--- src/rtl/rf_scoreboard.sv ---
// rf_scoreboard: multi-port register file with per-register pending bits and an
// auto-incrementing instruction-pointer register.
module rf_scoreboard #(
    parameter int WORD_WIDTH    = 16,
    parameter int ADDRESS_WIDTH = 3,
    parameter int NUM_RD        = 8,
    parameter int NUM_WR        = 4,
    parameter int IP_OFFSET     = 7,
    parameter int IP_STEP       = 1,
    parameter int ZERO_R0       = 1
) (
    input  logic                                    clk_i,
    input  logic                                    arst_i,
    input  logic [NUM_RD-1:0][ADDRESS_WIDTH-1:0]    rd_sel_i,
    output logic [NUM_RD-1:0][WORD_WIDTH-1:0]       rd_data_o,
    output logic [NUM_RD-1:0]                       rd_ready_o,
    input  logic [NUM_WR-1:0][ADDRESS_WIDTH-1:0]    wr_sel_i,
    input  logic [NUM_WR-1:0][WORD_WIDTH-1:0]       wr_data_i,
    input  logic [NUM_WR-1:0]                       wr_en_i,
    input  logic [ADDRESS_WIDTH-1:0]                rsv_sel_i,
    input  logic                                    rsv_en_i,
    input  logic                                    ip_adv_i,
    output logic [WORD_WIDTH-1:0]                   ip_o,
    output logic [(2**ADDRESS_WIDTH)-1:0]           pending_o
);
    localparam int UNITS = 2**ADDRESS_WIDTH;
    localparam logic [ADDRESS_WIDTH-1:0] IP_IDX = ADDRESS_WIDTH'(IP_OFFSET);

    if (IP_OFFSET >= UNITS || (ZERO_R0 != 0 && IP_OFFSET == 0)) begin : g_bad_ip
        $error("rf_scoreboard: IP_OFFSET must be < UNITS and nonzero when ZERO_R0");
    end

    logic [UNITS-1:0][WORD_WIDTH-1:0] regs_q, regs_d;
    logic [UNITS-1:0]                 pending_q, pending_d;

    // Later assignments override earlier ones: advance < writes (ascending port) < reservation
    always_comb begin
        regs_d    = regs_q;
        pending_d = pending_q;
        if (ip_adv_i)
            regs_d[IP_IDX] = regs_q[IP_IDX] + WORD_WIDTH'(IP_STEP);
        for (int p = 0; p < NUM_WR; p++) begin
            if (wr_en_i[p]) begin
                regs_d[wr_sel_i[p]]    = wr_data_i[p];
                pending_d[wr_sel_i[p]] = 1'b0;
            end
        end
        if (rsv_en_i)
            pending_d[rsv_sel_i] = 1'b1;
        if (ZERO_R0 != 0) begin
            regs_d[0]    = '0;
            pending_d[0] = 1'b0;
        end
    end

    always_ff @(posedge clk_i or posedge arst_i) begin
        if (arst_i) begin
            regs_q    <= '0;
            pending_q <= '0;
        end else begin
            regs_q    <= regs_d;
            pending_q <= pending_d;
        end
    end

    always_comb begin
        for (int k = 0; k < NUM_RD; k++) begin
            rd_data_o[k]  = regs_q[rd_sel_i[k]];
            rd_ready_o[k] = ~pending_q[rd_sel_i[k]];
        end
    end

    assign ip_o      = regs_q[IP_IDX];
    assign pending_o = pending_q;
endmodule

--- config.mk ---
export PLATFORM = sky130hd
export DESIGN_NAME = rf_scoreboard
export DESIGN_NICKNAME = d
export VERILOG_FILES = /design/src/rtl/rf_scoreboard.sv
export SDC_FILE = /design/constraint.sdc
export NUM_CORES = 1
export LEC_CHECK = 0
export BUFFER_PORTS_ARGS = -buffer_cell sky130_fd_sc_hd__buf_2
export CORE_MARGIN = 2
export CORE_UTILIZATION = 30
export DETAILED_ROUTE_END_ITERATION = 8
export PLACE_DENSITY_LB_ADDON = 0.05
export SLEW_MARGIN = 15
export SYNTH_ARGS = -nofsm -noshare
export SYNTH_HDL_FRONTEND = slang
export SYNTH_SLANG_ARGS = --single-unit
--- constraint.sdc ---
create_clock -name clk_i -period 5.4 [get_ports clk_i]
set_input_delay 1.08 -clock clk_i [delete_from_list [all_inputs] [get_ports clk_i]]
set_output_delay 1.08 -clock clk_i [all_outputs]
set_load 0.03 [all_outputs]
Word-level counts from Yosys, hierarchy flattened
Cells that the tools add are included.
W data, S select, Z words.

cells by class
  add/subtract/negate cells = 1
  $mul = 0
  div/mod/pow operators = 0
  order comparisons = 18
  equality and inequality tests = 0
  shift-type cells = 0
  mux-type cells = 64
  bitwise logic cells = 17
  reduce and logical (&&, ||, !) cells = 5

operators with widths
  cell                     number
  $bwmux W128              4
  $mux W128                4
  $bmux W16 S3             8
  $mux W16                 13
  $demux W16 S3            4
  $lt A3 B4 Y1 const B     13
  $mux W8                  5
  $and A8 B8 Y8            4
  $not A8 Y8               4
  $bmux W1 S3              8
  $add A16 B1 Y16 const B  1
  $demux W1 S3             5
  $ge A3 B1 Y1 const B     5
  $mux W1                  13
  $not A1 Y1               8
  $or A8 B8 Y8             1
  $logic_and A1 B1 Y1      5

word-level totals
  register bits after elaboration = 119
  bits in latches = 0
  bits in writable memories = 0
  ROM bits = 0
  bits of input ports = 111
  output and inout bits = 160
  logic and storage cells = 113
  memories kept = 0

Longest topological paths before layout
  word-level depth = 15
  depth in mapped cells = 8
  mapped depth without buffers = 6

Worst setup path after synthesis
No wires, ideal clock.

  kind = input port to output port
  start point = input port rd_sel_i[0] (netlist bit)
  end point = output port rd_data_o[15] (netlist bit)
  arrival time = 2697 ps
  required time = 4320 ps
  slack = 1623 ps
  cell stages on the path = 6
  path buffers = 4
  cell sequence = buf_2 > buf_4 > buf_2 > buf_4 > a22oi_1 > o21ai_0

RTL lines
  element      RTL line  source
  from (decl)  14        input logic [NUM_RD-1:0][ADDRESS_WIDTH-1:0] rd_sel_i,
  to (decl)    15        output logic [NUM_RD-1:0][WORD_WIDTH-1:0] rd_data_o,

==> metrics.txt <==
status finished, final reports clean; CP endpoint kind output port; Buf/Inv on CP 3; layout cells sized above 1 33.45%; DRC viols 0; ys flop type dfrtp_1; Fin. Hold Viols 0; Reg area 2978 µm²; Chip Width 235.2 µm; Core Box Area 52,660 µm²; ranking of synthesized cells by area mux4_2, dfrtp_1, mux2_2; cell with the largest stage delay on the worst path buf_2; CTS resizes 0; Vias/cell 6.108; die span in y 235.2 µm; Detailed Route WL 77,360 µm; CTS max path bufs 2; GRT overflow 0; sequential area share after synthesis 18.57%; Syn-to-layout area delta 12.47%; Via Count 16,170; slowest stage delay, CP 0.64 ns; fin crit period 4.134 ns; Synth Net Count 1,972; Synth area leader mux4_2; CP most frequent cell buf_2; GRT Total Usage 27.22%; die area 55,300 µm²; drt pass-1 iters 6; max cap viols 0; antenna viol nets, final 0; Avg Cell Area, Syn 8.619 µm²; Routed WL per cell 29.23 µm; Synth Cell Area 16,030 µm²; final setup TNS 0 ns; Pwr per Cell Area 349.3 nW/µm²; achievable frequency 241.9 MHz; drt initial violations 1,514; IO Pins 271; Worst EP required 4.32 ns; Post-synth ARST share 100.0%; Clock Skew 0.006083 ns; synth unique cells 47; Post-synth EDFFs 0; clk sinks 119; Multi-input gate area 11,410 µm²; vias in the first global route 15,330; crit path max fanout 35; total setup buffers inserted after CTS 0; synthesized flop and latch total 119; most frequent cells in the layout buf_2, a21oi_1, nor2_1, mux2_2, mux4_2; post-synth top area share 19.11%; CTS tree built; CP Class in2out; count of final setup violators 0; worst min-delay path class reg2reg; FP Rows 84; Data arrival, critical path 3.05 ns; unrepaired setup endpoints after global routing no; Worst VDD drop 198.7 µV; initial core utilization 30.45%; IO buf count 269; CTS Hold Bufs 0; initial antenna violation count 2; placed insts 2,616; clock-pin slew on the worst setup and hold paths 0.05 ns; worst path cell trace buf_2 -> nor2b_1 -> buf_4 -> a22oi_1 -> o21ai_0 -> buf_2; most common cell after layout, fill and taps aside buf_2; first-pass GRT wire length 112,800 µm; Final nets 2,059; DPL Wire Length 55,190 µm; Layout Cells excl Fill 2,647; Slew @ Worst Pin 1.056 ns; Max Slew Vio Count 0; TritonCTS Buffers 17; clk root buf clkbuf_16; Slew Limit Headroom 29.59%; synth warn 0; final worst path period share 76.56%; CP Launch Type input pin; Crit path max-delay family buffers and inverters; post-synthesis cell count 1,860; filler instances 5,503; Routability Congestion 0.8467; Worst-Skew Late Latency 0.43 ns; largest net degree at the start of global routing 48; CTS H-tree depth 4; LEAKAGE 7.434 nW
[per-layer routing]
layer	vias to the layer above	track usage, %	share of wire (%)
met4	4	7.250	2.4
li1	7178	-	-
met3	100	3.752	7.3
met2	790	39.45	42
met5	-	0	0.028
met1	8097	41.84	48
[kinds of logic after synthesis]
| family | share of synthesized area [%] |
|---|---|
| flops | 18.57 |
| other cells | 0.02339 |
| mux | 34.78 |
| compound gates | 24.95 |
| xor+xnor | 0.8195 |
| simple gates | 10.33 |
| fa+ha+maj | 0.07803 |
| buf+inv | 10.45 |
[cell type report]
class                      instances  area share, %
multi-input combinational       1383          63.28
sequential                       119          16.52
timing repair buffer             318          9.507
tap                              688          4.774
clock buffer                      20          2.533
inverter                         108          2.262
clock inverter                    10          1.110
antenna                            1        0.01388
[sequential cells by signal, indices dropped and copies added (netlist names)]
name	flops
ip_o	16
pending_o	7
regs_q	96
[path summary, 6_finish.rpt]
kind | slack, ns | endpoint | cells past startpoint | startpoint
worst max register to register | 3.14 | ip_o[14] | 6 | ip_o[1]
worst min-delay path | 0.71 | pending_o[1] | 2 | pending_o[1]
max in group asynchronous | 3.57 | regs_q[105] | 3 | arst_i
min in group asynchronous | 0.76 | regs_q[90] | 2 | arst_i
worst max-delay path | 1.27 | rd_data_o[15] | 6 | rd_sel_i[1]
worst min register to register | 0.71 | pending_o[1] | 2 | pending_o[1]
[per-stage QoR]
step / instance area [µm²] / util [%] / setup WS (ns) / hold slack (ns) / power (mW)
after global routing: 18030 / 34.24 / 1.219 / 0.7988 / 6.612
after CTS: 18030 / 34.24 / 1.327 / 0.7245 / 6.267
after floorplan: 16030 / - / 1.163 / 0.7124 / 3.843
after global placement: 17370 / 32.99 / 1.343 / 0.7123 / 4.899
final: 18030 / 34.24 / 1.266 / 0.7094 / 6.299
after detailed placement: 17370 / 32.99 / 1.330 / 0.7173 / 4.932
[tightest hold or removal path: cells and delay by family (launching register included)]
family	cells	cell delay, ns
flip-flops	1	0.50
AND/OR/NAND/NOR	1	0.10
AO/OA/AOI/OAI	1	0.07
[where the power goes]
group | switching [mW] | internal (mW) | leakage (nW)
registers | 0.907 | 1.09 | 1.40
clock network | 0.438 | 0.881 | 0.326
logic | 1.64 | 1.34 | 5.71
[Yosys cell counts, drive strengths merged, types with 2 or more instances]
cell       n
buf      134
o31ai      2
nand2    118
nor2     190
nor2b      8
nand3      7
mux2     136
o22ai     10
nor3       6
o221ai     3
a31oi      6
xor2      12
nand2b     6
a21oi    266
nand4b     9
mux2i     98
and4       4
xnor2      3
clkbuf   116
a211oi   100
nand4bb    3
and4bb     5
o21ai     97
a21o       3
inv      108
nor4       6
dfrtp    119
nand4      9
mux4     136
a22oi     26
a221oi   108
Power figures use the tool's default switching activity.
